### config.mk
export PLATFORM = sky130hd
export DESIGN_NAME = alu_seq_ctrl_flat
export DESIGN_NICKNAME = d
export VERILOG_FILES = /design/src/rtl/alu_pkg.sv /design/src/rtl/alu_seq_ctrl_if.sv /design/src/rtl/alu_seq_ctrl_regfile.sv /design/src/rtl/alu_seq_ctrl.sv /design/src/flat_wrapper.sv
export SDC_FILE = /design/constraint.sdc
export NUM_CORES = 1
export LEC_CHECK = 0
export CORE_MARGIN = 2
export CORE_UTILIZATION = 55
export CTS_BUF_LIST = sky130_fd_sc_hd__clkbuf_16
export CTS_CLUSTER_SIZE = 40
export DETAILED_ROUTE_END_ITERATION = 12
export HOLD_SLACK_MARGIN = 0.03
export PLACE_DENSITY = 0.86
export SYNTH_ARGS = -nofsm -noshare
export SYNTH_HDL_FRONTEND = slang
export SYNTH_SLANG_ARGS = --single-unit
### constraint.sdc
create_clock -name clk -period 2.53 [get_ports clk]
set_clock_uncertainty 0.05 [all_clocks]
set_input_delay 0.253 -clock clk [delete_from_list [all_inputs] [get_ports clk]]
set_output_delay 0.253 -clock clk [all_outputs]
set_load 0.05 [all_outputs]
### src/rtl/alu_pkg.sv
// rtl/alu_pkg.sv - shared constants for the ALU sequencer: sizes, function selects, FSM states
package alu_pkg;

   localparam int ALU_NBIT = 16;
   localparam int ALU_NREG = 8;
   localparam int ALU_AW   = 3;

   // 3'b110 and 3'b111 alias AND and OR inside the ALU itself
   localparam logic [2:0] FS_ADD = 3'b000;
   localparam logic [2:0] FS_SUB = 3'b001;
   localparam logic [2:0] FS_AND = 3'b010;
   localparam logic [2:0] FS_OR  = 3'b011;
   localparam logic [2:0] FS_XOR = 3'b100;
   localparam logic [2:0] FS_NOT = 3'b101;

   typedef enum logic [1:0] {
      ST_IDLE = 2'd0,
      ST_READ = 2'd1,
      ST_EXEC = 2'd2,
      ST_WB   = 2'd3
   } state_e;

endpackage

### src/rtl/alu_seq_ctrl_if.sv
// rtl/alu_seq_ctrl_if.sv - command handshake and immediate-load request bundle
interface alu_seq_ctrl_if
   import alu_pkg::*;
#(
   parameter int NBIT = ALU_NBIT,
   parameter int AW   = ALU_AW
) ();

   logic            cmd_valid;
   logic            cmd_ready;
   logic [2:0]      cmd_fs;
   logic [AW-1:0]   cmd_rd;
   logic [AW-1:0]   cmd_ra;
   logic [AW-1:0]   cmd_rb;
   logic            ld_valid;
   logic [AW-1:0]   ld_rd;
   logic [NBIT-1:0] ld_data;

   modport master (
      output cmd_valid, cmd_fs, cmd_rd, cmd_ra, cmd_rb,
      output ld_valid, ld_rd, ld_data,
      input  cmd_ready
   );

   modport slave (
      input  cmd_valid, cmd_fs, cmd_rd, cmd_ra, cmd_rb,
      input  ld_valid, ld_rd, ld_data,
      output cmd_ready
   );

endinterface

### src/rtl/alu_seq_ctrl_regfile.sv
// rtl/alu_seq_ctrl_regfile.sv - NREG x NBIT register file, one sync write port, three async read ports
module alu_regfile
   import alu_pkg::*;
#(
   parameter int NBIT = ALU_NBIT,
   parameter int NREG = ALU_NREG,
   parameter int AW   = ALU_AW
) (
   input  logic            clk,
   input  logic            rst,
   input  logic            we_i,
   input  logic [AW-1:0]   waddr_i,
   input  logic [NBIT-1:0] wdata_i,
   input  logic [AW-1:0]   ra_addr_i,
   output logic [NBIT-1:0] ra_data_o,
   input  logic [AW-1:0]   rb_addr_i,
   output logic [NBIT-1:0] rb_data_o,
   input  logic [AW-1:0]   dbg_addr_i,
   output logic [NBIT-1:0] dbg_data_o
);

   logic [NBIT-1:0] mem_q [NREG];

   always_ff @(posedge clk) begin
      if (rst) begin
         for (int i = 0; i < NREG; i++) begin
            mem_q[i] <= '0;
         end
      end else if (we_i) begin
         mem_q[waddr_i] <= wdata_i;
      end
   end

   assign ra_data_o  = mem_q[ra_addr_i];
   assign rb_data_o  = mem_q[rb_addr_i];
   assign dbg_data_o = mem_q[dbg_addr_i];

endmodule

### src/rtl/alu_seq_ctrl.sv
// rtl/alu_seq_ctrl.sv - four-state sequencer driving an external combinational ALU from a register file
module alu_seq_ctrl
   import alu_pkg::*;
#(
   parameter int NBIT = ALU_NBIT,
   parameter int NREG = ALU_NREG,
   parameter int AW   = ALU_AW
) (
   input  logic             clk,
   input  logic             rst,
   alu_seq_ctrl_if.slave    req,
   output logic [2:0]       alu_fs,
   output logic [NBIT-1:0]  alu_a,
   output logic [NBIT-1:0]  alu_b,
   input  logic [NBIT-1:0]  alu_out,
   input  logic             alu_zero,
   output logic             done,
   output logic [NBIT-1:0]  res_data,
   output logic             zero,
   input  logic [AW-1:0]    dbg_addr,
   output logic [NBIT-1:0]  dbg_data
);

   state_e          state_q;
   logic [2:0]      fs_q;
   logic [AW-1:0]   rd_q;
   logic [AW-1:0]   ra_q;
   logic [AW-1:0]   rb_q;
   logic [2:0]      alu_fs_q;
   logic [NBIT-1:0] alu_a_q;
   logic [NBIT-1:0] alu_b_q;
   logic [NBIT-1:0] res_tmp_q;
   logic            zero_tmp_q;
   logic            done_q;
   logic [NBIT-1:0] res_data_q;
   logic            zero_q;

   logic            cmd_ready_d;
   logic            accept_d;
   logic            rf_we_d;
   logic [AW-1:0]   rf_waddr_d;
   logic [NBIT-1:0] rf_wdata_d;
   logic [NBIT-1:0] rf_a;
   logic [NBIT-1:0] rf_b;

   // A pending load blocks the command so both never compete for the write port
   assign cmd_ready_d = !rst && (state_q == ST_IDLE) && !req.ld_valid;
   assign accept_d    = req.cmd_valid && cmd_ready_d;
   assign req.cmd_ready = cmd_ready_d;

   always_comb begin
      rf_we_d    = 1'b0;
      rf_waddr_d = req.ld_rd;
      rf_wdata_d = req.ld_data;
      if (state_q == ST_WB) begin
         rf_we_d    = 1'b1;
         rf_waddr_d = rd_q;
         rf_wdata_d = res_tmp_q;
      end else if (state_q == ST_IDLE && req.ld_valid) begin
         rf_we_d    = 1'b1;
      end
   end

   alu_regfile #(
      .NBIT (NBIT),
      .NREG (NREG),
      .AW   (AW)
   ) u_regfile (
      .clk        (clk),
      .rst        (rst),
      .we_i       (rf_we_d),
      .waddr_i    (rf_waddr_d),
      .wdata_i    (rf_wdata_d),
      .ra_addr_i  (ra_q),
      .ra_data_o  (rf_a),
      .rb_addr_i  (rb_q),
      .rb_data_o  (rf_b),
      .dbg_addr_i (dbg_addr),
      .dbg_data_o (dbg_data)
   );

   always_ff @(posedge clk) begin
      if (rst) begin
         state_q    <= ST_IDLE;
         fs_q       <= '0;
         rd_q       <= '0;
         ra_q       <= '0;
         rb_q       <= '0;
         alu_fs_q   <= '0;
         alu_a_q    <= '0;
         alu_b_q    <= '0;
         res_tmp_q  <= '0;
         zero_tmp_q <= 1'b0;
         done_q     <= 1'b0;
         res_data_q <= '0;
         zero_q     <= 1'b0;
      end else begin
         done_q <= 1'b0;
         case (state_q)
            ST_IDLE: begin
               if (accept_d) begin
                  fs_q    <= req.cmd_fs;
                  rd_q    <= req.cmd_rd;
                  ra_q    <= req.cmd_ra;
                  rb_q    <= req.cmd_rb;
                  state_q <= ST_READ;
               end
            end
            // ALU operands only move here, so they stay steady between commands
            ST_READ: begin
               alu_fs_q <= fs_q;
               alu_a_q  <= rf_a;
               alu_b_q  <= rf_b;
               state_q  <= ST_EXEC;
            end
            ST_EXEC: begin
               res_tmp_q  <= alu_out;
               zero_tmp_q <= alu_zero;
               state_q    <= ST_WB;
            end
            ST_WB: begin
               res_data_q <= res_tmp_q;
               zero_q     <= zero_tmp_q;
               done_q     <= 1'b1;
               state_q    <= ST_IDLE;
            end
            default: state_q <= ST_IDLE;
         endcase
      end
   end

   assign alu_fs   = alu_fs_q;
   assign alu_a    = alu_a_q;
   assign alu_b    = alu_b_q;
   assign done     = done_q;
   assign res_data = res_data_q;
   assign zero     = zero_q;

endmodule
### src/flat_wrapper.sv
// flat-port wrapper written by rule: the top's interface ports become plain ports
module alu_seq_ctrl_flat import alu_pkg::*;
#(
   parameter int NBIT = ALU_NBIT,
   parameter int NREG = ALU_NREG,
   parameter int AW   = ALU_AW
)
  (clk, rst, alu_fs, alu_a, alu_b, alu_out, alu_zero, done, res_data, zero, dbg_addr, dbg_data, req_cmd_valid, req_cmd_fs, req_cmd_rd, req_cmd_ra, req_cmd_rb, req_ld_valid, req_ld_rd, req_ld_data, req_cmd_ready);
  alu_seq_ctrl_if #(.NBIT(NBIT), .AW(AW)) req_i ();
  input  logic clk;
  input  logic rst;
  output logic [2:0] alu_fs;
  output logic [NBIT-1:0] alu_a;
  output logic [NBIT-1:0] alu_b;
  input  logic [NBIT-1:0] alu_out;
  input  logic alu_zero;
  output logic done;
  output logic [NBIT-1:0] res_data;
  output logic zero;
  input  logic [AW-1:0] dbg_addr;
  output logic [NBIT-1:0] dbg_data;
  input wire logic [$bits(req_i.cmd_valid)-1:0] req_cmd_valid;
  input wire logic [$bits(req_i.cmd_fs)-1:0] req_cmd_fs;
  input wire logic [$bits(req_i.cmd_rd)-1:0] req_cmd_rd;
  input wire logic [$bits(req_i.cmd_ra)-1:0] req_cmd_ra;
  input wire logic [$bits(req_i.cmd_rb)-1:0] req_cmd_rb;
  input wire logic [$bits(req_i.ld_valid)-1:0] req_ld_valid;
  input wire logic [$bits(req_i.ld_rd)-1:0] req_ld_rd;
  input wire logic [$bits(req_i.ld_data)-1:0] req_ld_data;
  output wire logic [$bits(req_i.cmd_ready)-1:0] req_cmd_ready;
  assign req_i.cmd_valid = req_cmd_valid;
  assign req_i.cmd_fs = req_cmd_fs;
  assign req_i.cmd_rd = req_cmd_rd;
  assign req_i.cmd_ra = req_cmd_ra;
  assign req_i.cmd_rb = req_cmd_rb;
  assign req_i.ld_valid = req_ld_valid;
  assign req_i.ld_rd = req_ld_rd;
  assign req_i.ld_data = req_ld_data;
  assign req_cmd_ready = req_i.cmd_ready;
  alu_seq_ctrl #(.NBIT(NBIT), .NREG(NREG), .AW(AW)) u_core (.clk(clk), .rst(rst), .req(req_i), .alu_fs(alu_fs), .alu_a(alu_a), .alu_b(alu_b), .alu_out(alu_out), .alu_zero(alu_zero), .done(done), .res_data(res_data), .zero(zero), .dbg_addr(dbg_addr), .dbg_data(dbg_data));
endmodule
== Yosys cells after proc, flatten, opt, wreduce, memory -nomap -nowiden ==
Memory sizes are Yosys's and may differ from the RTL's. A register that Yosys moved wholly into a read port is not among the register bits.
Cells that the tools add are included.

* Equality and inequality tests: 4
* Muxes and demuxes: 15
* Reductions and logical operators: 9

{| class="wikitable"
|+ Operators by type and width
! operator !! number
|-
| 16-bit 2-to-1 mux || 2
|-
| 16-bit OR reduction || 1
|-
| 1-bit 2-to-1 mux || 9
|-
| 2-bit case mux with 4 select lines || 1
|-
| 3-bit 2-to-1 mux || 2
|-
| 2-bit equality test (second input constant) || 2
|-
| 1-bit logical AND || 4
|-
| 2-bit by 1-bit equality test with 1-bit output (second input constant) || 1
|-
| 1-bit zero test || 2
|-
| 2-bit zero test || 1
|-
| 2-bit 2-to-1 mux || 1
|-
| 2-bit by 1-bit != test with 1-bit output (second input constant) || 1
|-
| 2-bit AND reduction || 1
|}

* Register bits: 52
* Memory bits (writable): 128
* Word-level logic and storage cells: 40
* Memories: 1

{| class="wikitable"
|+ Memory list
! memory !! depth !! bits a word !! rd ports !! clocked after memory_dff !! wr ports !! RTL line !! RTL
|-
| u_core.u_regfile.mem_q || 8 || 16 || 3 || 2 || 8 || alu_seq_ctrl_regfile.sv:22 || <nowiki>logic [NBIT-1:0] mem_q [NREG];</nowiki>
|}

== Longest topological paths before layout ==
Gate-level depths: netlist of run 1.

* Word-level depth: 9
* Depth in mapped cells: 8

== By module ==
Synthesis of run 1 repeated with hierarchy kept, for this count alone.

* Cells, all modules: 838
* Area, all modules: 11253.3 sq um

{| class="wikitable"
|+ By module, submodules not included
! module !! instances !! cells an instance !! area an instance (sq um) !! sequential area each (sq um)
|-
| alu_regfile || 1 || 487 || 7981.4 || 3843.7
|-
| alu_seq_ctrl || 1 || 351 || 3271.9 || 1681.6
|}

== Worst setup path before layout of run 1 ==
No wires, ideal clock.

* Path type: flip-flop to flip-flop
* Start point: register u_core.state_q[0]
* End point: register u_core.fs_q[0]
* Setup time: 0.071 ns
* Arrival: 2.502 ns
* Required time: 2.409 ns
* Path slack: -0.092 ns
* Stages on the path, launching flop included: 8
* Buffers on the path: 1
* Cell sequence: dfxtp_1 -> inv_1 -> ha_1 -> nor3b_1 -> and2_1 -> buf_2 -> nand2_1 -> a21oi_1

* Longest elaborated chain between the ends: 5

{| class="wikitable"
|+ RTL lines
! item !! RTL line !! RTL
|-
| start: declaration || alu_seq_ctrl.sv:24 || <nowiki>state_e state_q;</nowiki>
|-
| start signal: assignment || alu_seq_ctrl.sv:84 || <nowiki>state_q <= ST_IDLE;</nowiki>
|-
| start signal: assignment || alu_seq_ctrl.sv:106 || <nowiki>state_q <= ST_READ;</nowiki>
|-
| start signal: assignment || alu_seq_ctrl.sv:114 || <nowiki>state_q <= ST_EXEC;</nowiki>
|-
| 2-bit zero test || alu_seq_ctrl.sv:47 || <nowiki>assign cmd_ready_d = !rst && (state_q == ST_IDLE) && !req.ld_valid;</nowiki>
|-
| 1-bit logical AND (2 in a row) || alu_seq_ctrl.sv:47 ||
|-
| via req_cmd_ready || flat_wrapper.sv:30 || <nowiki>output wire logic [$bits(req_i.cmd_ready)-1:0] req_cmd_ready;</nowiki>
|-
| 1-bit logical AND || alu_seq_ctrl.sv:48 || <nowiki>assign accept_d = req.cmd_valid && cmd_ready_d;</nowiki>
|-
| 2-bit AND reduction (no source line) || n/a ||
|-
| end signal: assignment || alu_seq_ctrl.sv:102 || <nowiki>fs_q <= req.cmd_fs;</nowiki>
|-
| end: declaration || alu_seq_ctrl.sv:25 || <nowiki>logic [2:0] fs_q;</nowiki>
|}

The timed path passes the listed nets, and every way through them passes these cells.
A chain may end at the register's enable or synchronous reset.

== Worst setup path in the final report of run 1 ==
* Start point: register u_core.state_q[0]
* End point: output port req_cmd_ready

* Longest elaborated chain between the ends: 3

{| class="wikitable"
|+ RTL lines
! item !! RTL line
|-
| 2-bit zero test || alu_seq_ctrl.sv:47
|-
| 1-bit logical AND (2 in a row) || alu_seq_ctrl.sv:47
|-
| end: declaration || flat_wrapper.sv:30
|}

Every way passes these cells.

==> results.ini, run 1 <==
[routing]
drt.antenna.violating_nets = 0
route.detailed.drc = 0
drtPass1Iterations = 5
initialDrtViolationCount = 873
routed_wirelength_um = 30000
route.detailed.wl_per_inst_um = 22.87
detail_route.vias_per_cell = 6.258
vias = 8211

[run_status]
outcome = finished clean

[cells_and_area]
insertedDiodeCount = 0
layout-area-overhead-vs-synth_pct = 22.43
layout.cells.non_filler = 1312
drive_gt1_frac = 0.2436
nNetsFinal = 1091
n_fill_cell = 1362

[cts]
clockBufferDepth = 3
tritoncts = yes
clk_pin_slew_ps = 60
maximum_level_of_the_cts_h_tree = 1
ctsRootBufferMaster = sky130_fd_sc_hd__clkbuf_16
cts_made_buffers = 23
hold_buffer_count_at_cts = 0
clk_latency_ps = 520
tritoncts_num_sinks = 212

[global_routing]
antenna_violations_before_repair = 0
groute.layer.met2.usage = 0.4365
met3_usage = 0.09172
grt_start_max_net_pins = 68
grtUsageTotal = 0.2890
grt-ovfl-total = 0
grt_pass1_wl_um = 45950
global_route.usage.met1 = 0.3887
grt_most_used_layer = met2
number_of_global_route_vias_before_repair = 8223

[placed_design]
numPortBuffers = 124
place.detailed.instances = 1271
gp_congestion = 0.9422
dp_hpwl_um = 19570

[timing]
grt_setup_unrepaired = false
max_freq_mhz = 426.9
fin_tns_setup_ps = 0
setup-violations-final = 0
worst_slew_margin_rel = 0.4250
worstMarginPinSlew_ps = 860.4
fin_crit_sh = 0.9258
slew_violations = 0
hold_violations = 0
post-route-min-period_ps = 2342

[setup_path]
critical-path-max-stage-delay_ps = 550
cp_data_required_time_ps = 2230
endpoint_kind = output port
crit_path_cell_trace = inv_1 > ha_1 > nor3b_2 > dlygate4sd2_1
path_max_fanout = 7
timing.critical_path.from = u_core.state_q[0]
critPathArrivalTime_ps = 2040
slack_of_the_worst_reg_to_reg_path_ps = 450
worstRegToRegCells = 7
cpMaxStageDelayCell = sky130_fd_sc_hd__dlygate4sd2_1
reg2reg_to = u_core.u_regfile.mem_q[2][9]
crit_path_category = reg -> out
r2r-start = u_core.state_q[0]
critical_path.startpoint_type = register
worst_setup_path_endpoint = req_cmd_ready

[floorplan]
die_area_um2 = 20900
pin_count = 125
die_w_um = 144.6
fp.coreArea_um2 = 19400
floorplan.die.height_um = 144.6
effective_utilization_at_floorplan = 0.5602
core.rowCount = 51

[power_and_ir_drop]
p_leak_uw = 0.004593
worst_case_vdd_ir_drop_mv = 0.5310
power_per_cell_area_nw_per_um2 = 842.8

[flow_run]
drv_cap = 0

[worst_hold_path]
min-delay-path-class = in -> reg

[synthesis]
synthesis.area_per_instance_um2 = 12.13
mappedNetlistArea_um2 = 10870
number_of_nets_produced_by_synthesis = 956
seq_area_frac_synth = 0.5084
synth_cell_type_count = 35
synthesis.yosys.warnings = 0
syn-instance-count = 896
synth-seq-cells = 212

[critical path: cells and delay by family (launching register included)]
family	cells	cell delay [ps]
adder cells (fa/ha/maj)	1	300
buffers and inverters	2	670
flip-flops	1	340
AND/OR/NAND/NOR	1	220
[sequential cells by signal (all words and copies together) (netlist names)]
register                flops
u_core.rb_q                 3
u_core.alu_b               16
u_core.res_data            16
u_core.fs_q                 3
u_core.u_regfile.mem_q    128
u_core.alu_a               16
u_core.alu_fs               3
u_core.ra_q                 3
u_core.zero                 1
u_core.res_tmp_q           16
u_core.done                 1
u_core.rd_q                 3
u_core.state_q              2
u_core.zero_tmp_q           1
[how the worst min path moves through the flow]
| stage | start | end | slack [ps] | cells past startpoint |
|---|---|---|---|---|
| floorplan | req_cmd_fs[0] | u_core.fs_q[0] | 340 | 2 |
| global placement | u_core.fs_q[0] | u_core.fs_q[0] | 390 | 2 |
| detailed placement | u_core.fs_q[0] | u_core.fs_q[0] | 410 | 2 |
| CTS | req_cmd_ra[2] | u_core.ra_q[2] | 230 | 3 |
| global route | req_cmd_rd[0] | u_core.rd_q[0] | 240 | 3 |
| finish | req_cmd_ra[2] | u_core.ra_q[2] | 230 | 3 |
[cell usage after synthesis, drive strengths merged]
| cell | n | area, µm² |
|---|---|---|
| clkbuf | 31 | 118.9 |
| mux2i | 117 | 1171 |
| inv | 5 | 18.77 |
| o22ai | 23 | 143.9 |
| buf | 38 | 311.6 |
| nor2b | 3 | 18.77 |
| nand2b | 12 | 75.07 |
| a211oi | 32 | 340.3 |
| nand3 | 2 | 10.01 |
| nand2 | 38 | 157.7 |
| a221o | 23 | 230.2 |
| o32ai | 4 | 35.03 |
| o21ai | 1 | 5.000 |
| mux2 | 80 | 900.9 |
| and2 | 1 | 6.260 |
| a22oi | 9 | 67.56 |
| nor3b | 1 | 7.510 |
| nand4bb | 2 | 22.52 |
| o221ai | 9 | 78.83 |
| nor2 | 199 | 747.0 |
| edfxtp | 128 | 3844 |
| a21oi | 16 | 83.83 |
| mux4 | 32 | 720.7 |
| ha | 5 | 62.56 |
| dfxtp | 84 | 1682 |
| nand4b | 1 | 8.760 |
[routing by layer]
layer  up-vias  wire length, µm
met4         0             1299
met2       589            13090
met5         -                0
li1       3615                -
met3       134             4169
met1      3873            11440
[logic make-up (layout without fill, tap and decap cells)]
kind of cell	after synthesis	after routing	share of synthesized area
multiplexers	229	229	0.2570
flip-flops	212	212	0.5084
AND/OR/NAND/NOR	259	259	0.09694
AO/OA/AOI/OAI	117	117	0.09061
adder cells (fa/ha/maj)	5	5	0.005756
buffers and inverters	74	225	0.04133
[repair_timing]
item                                    CTS  global route
setup buffers                             0             0
endpoints found under the setup margin    1             0
gates resized for setup                   1             0
[through the flow]
step                      utilization  instance area [µm²]  power (µW)  hold slack, ps  worst slack (ps)
after floorplan                     -                10870        6497           339.0             316.9
after global placement         0.6425                12460        7406           393.3             400.5
after detailed placement       0.6425                12460        7474           406.8             375.0
after CTS                      0.6859                13310       11220           225.8             161.0
after global routing           0.6859                13310       11610           241.8             112.5
final                          0.6859                13310       11210           228.6             187.7
[where the power goes]
part	switching (µW)	internal (µW)	total (µW)
registers	272	4040	4320
clock network	1400	2370	3770
logic	1920	1210	3130
[final cells by class]
type / instances / area, µm² / area share
clock buffers: 23 / 575.6 / 0.04326
clock inverters: 18 / 267.8 / 0.02012
inverters: 5 / 18.77 / 0.001411
multi-input cells: 610 / 4903 / 0.3685
flip-flops and latches: 212 / 5528 / 0.4155
well taps: 265 / 331.6 / 0.02492
repair buffers: 179 / 1680 / 0.1263
[layout by cell type, fill, tap and decap left out, drive strengths merged, types with 12 or more instances in the layout]
cell,synthesis,layout
a211oi,32,32
a21oi,16,16
a221o,23,23
buf,38,73
clkbuf,31,23
clkdlybuf4s50,0,105
dfxtp,84,84
edfxtp,128,128
mux2,80,80
mux2i,117,117
mux4,32,32
nand2,38,38
nand2b,12,12
nor2,199,199
o22ai,23,23
No activity file was read; power rests on OpenSTA's default activity.
==> inputs of run 2 (changes only) <==
--- a/config.mk
+++ b/config.mk
@@ -6,4 +6,5 @@
 export NUM_CORES = 1
 export LEC_CHECK = 0
+export ABC_AREA = 0
 export CORE_MARGIN = 2
 export CORE_UTILIZATION = 55
@@ -12,5 +13,5 @@
 export DETAILED_ROUTE_END_ITERATION = 12
 export HOLD_SLACK_MARGIN = 0.03
-export PLACE_DENSITY = 0.86
+export PLACE_DENSITY = 0.76
 export SYNTH_ARGS = -nofsm -noshare
 export SYNTH_HDL_FRONTEND = slang
==> constraint.sdc (replaced) <==
create_clock -name clk -period 2.53 [get_ports clk]
set_clock_uncertainty 0.05 [all_clocks]
set_input_delay 0.506 -clock clk [delete_from_list [all_inputs] [get_ports clk]]
set_output_delay 0.506 -clock clk [all_outputs]
set_load 0.05 [all_outputs]
==> results.ini, run 2 (synthesized netlist as in run 1, its figures left out) <==
[timing]
fin_worst_setup_slack_ps = 5.379
worst_slew_margin_rel = 0.4822
hold_violations = 0
fin_crit_sh = 0.9979
grt_setup_unrepaired = false
max_freq_mhz = 396.1
slew_violations = 0
hold-worst-slack_ps = 306.5
worstMarginPinSlew_ps = 774.9
setup-violations-final = 0
post-route-min-period_ps = 2525

[setup_path]
worstRegToRegCells = 5
cp_data_required_time_ps = 1970
cpMaxStageDelayCell = sky130_fd_sc_hd__mux4_2
crit_path_cell_trace = mux4_2 > mux2_2 > buf_6
critical-path-max-stage-delay_ps = 500
path_max_fanout = 2
crit_path_category = reg -> out
endpoint_kind = output port
critPathArrivalTime_ps = 1970
critical_path.startpoint_type = register

[placed_design]
dp_worst_setup_slack_ps = -119.7
dp_hpwl_um = 19040
place.detailed.instances = 1274
gp_congestion = 0.8930
numPortBuffers = 124

[cts]
clk_latency_ps = 520
ctsRootBufferMaster = sky130_fd_sc_hd__clkbuf_16
hold_buffer_count_at_cts = 0
cts_made_buffers = 23
clk_pin_slew_ps = 60
tritoncts_num_sinks = 212
tritoncts = yes
maximum_level_of_the_cts_h_tree = 1
clockBufferDepth = 3

[floorplan]
core.rowCount = 51
floorplan.die.height_um = 144.6
die_area_um2 = 20900
die_w_um = 144.6
effective_utilization_at_floorplan = 0.5602
fp.coreArea_um2 = 19400
pin_count = 125

[power_and_ir_drop]
p_clk_frac = 0.306
power.share.combinational = 0.296
p_leak_uw = 0.004721
power.share.switching = 0.3307
power.share.sequential = 0.398
worst_case_vdd_ir_drop_mv = 0.6480
power_per_cell_area_nw_per_um2 = 800.8
net-switching-power_uw = 3569
internal_portion_of_total_power_uw = 7222

[cells_and_area]
layout.cells.non_filler = 1333
largest_register_ffs = 128
drive_gt1_frac = 0.2547
layout-area-overhead-vs-synth_pct = 23.98
insertedDiodeCount = 0
layout.cells.most_common = sky130_fd_sc_hd__nor2_1
layout.core_utilization = 0.6946
nNetsFinal = 1111
max_flop_register = u_core.u_regfile.mem_q
commonest_cells_after_routing_fill_and_taps_aside = sky130_fd_sc_hd__nor2_1, sky130_fd_sc_hd__edfxtp_1, sky130_fd_sc_hd__mux2i_1

[run_status]
outcome = finished clean

[routing]
route.detailed.wl_per_inst_um = 22.29
drtPass1Iterations = 5
route.detailed.drc = 0
initialDrtViolationCount = 1046
routed_wirelength_um = 29710
drt.antenna.violating_nets = 0
vias = 8117
detail_route.vias_per_cell = 6.089

[global_routing]
grtUsageTotal = 0.2865
grt_start_max_net_pins = 68
met3_usage = 0.08079
grt_most_used_layer = met2
antenna_violations_before_repair = 0
global_route.usage.met1 = 0.4139
grt_pass1_wl_um = 44790
groute.layer.met2.usage = 0.4221
grt-ovfl-total = 0
number_of_global_route_vias_before_repair = 7871

[worst_hold_path]
min-delay-path-class = in -> reg
timing.hold.worst_path_depth = 2

[flow_run]
drv_cap = 0

-- run 2: critical path: cells and delay by family (launching register included) --
family	cells	cell delay (ps)
buf+inv	1	170
flops	1	460
mux	2	820
-- run 2: path summary, 6_finish.rpt --
check        slack, ps                       endpoint                    startpoint
max                  5                    dbg_data[5]  u_core.u_regfile.mem_q[2][5]
min                310               u_core.alu_fs[1]                           rst
max reg2reg        490  u_core.u_regfile.mem_q[0][15]             u_core.state_q[0]
min reg2reg        410                 u_core.fs_q[0]                u_core.fs_q[0]
-- run 2: metal layers --
| layer | vias to the layer above | share of wire |
|---|---|---|
| met5 | - | 0 |
| met4 | 0 | 0.025 |
| met3 | 68 | 0.13 |
| met2 | 554 | 0.43 |
| met1 | 3842 | 0.42 |
| li1 | 3653 | - |
-- run 2: final cells by class --
cell class | instances | area (µm²)
clock buffers | 24 | 600.6
clock inverters | 18 | 136.4
fillers | 1439 | 5924
inverters | 5 | 18.77
multi-input cells | 610 | 4907
flip-flops and latches | 212 | 5528
well taps | 265 | 331.6
repair buffers | 199 | 1952
-- run 2: what timing repair did --
| item | CTS | global route |
|---|---|---|
| gates resized for setup | 3 | 5 |
| buffers inserted | 5 | 11 |
| setup endpoints to repair | 16 | 13 |
| cloned | 1 | 0 |
-- run 2: stage by stage --
stage                     TNS, ps  power, µW  instance area (µm²)
after floorplan                 0       6497                10870
after global placement      -1187       7451                12570
after detailed placement    -1351       7489                12570
after CTS                       0      10780                13380
after global routing            0      11190                13470
final                           0      10790                13470
-- run 2: power by group through the flow --
stage	clock network [µW]	logic, µW	registers (µW)
after floorplan	0	1560	4940
after global placement	0	3100	4350
after detailed placement	0	3120	4360
after CTS	3330	3160	4290
after global routing	3450	3410	4330
final	3300	3190	4300
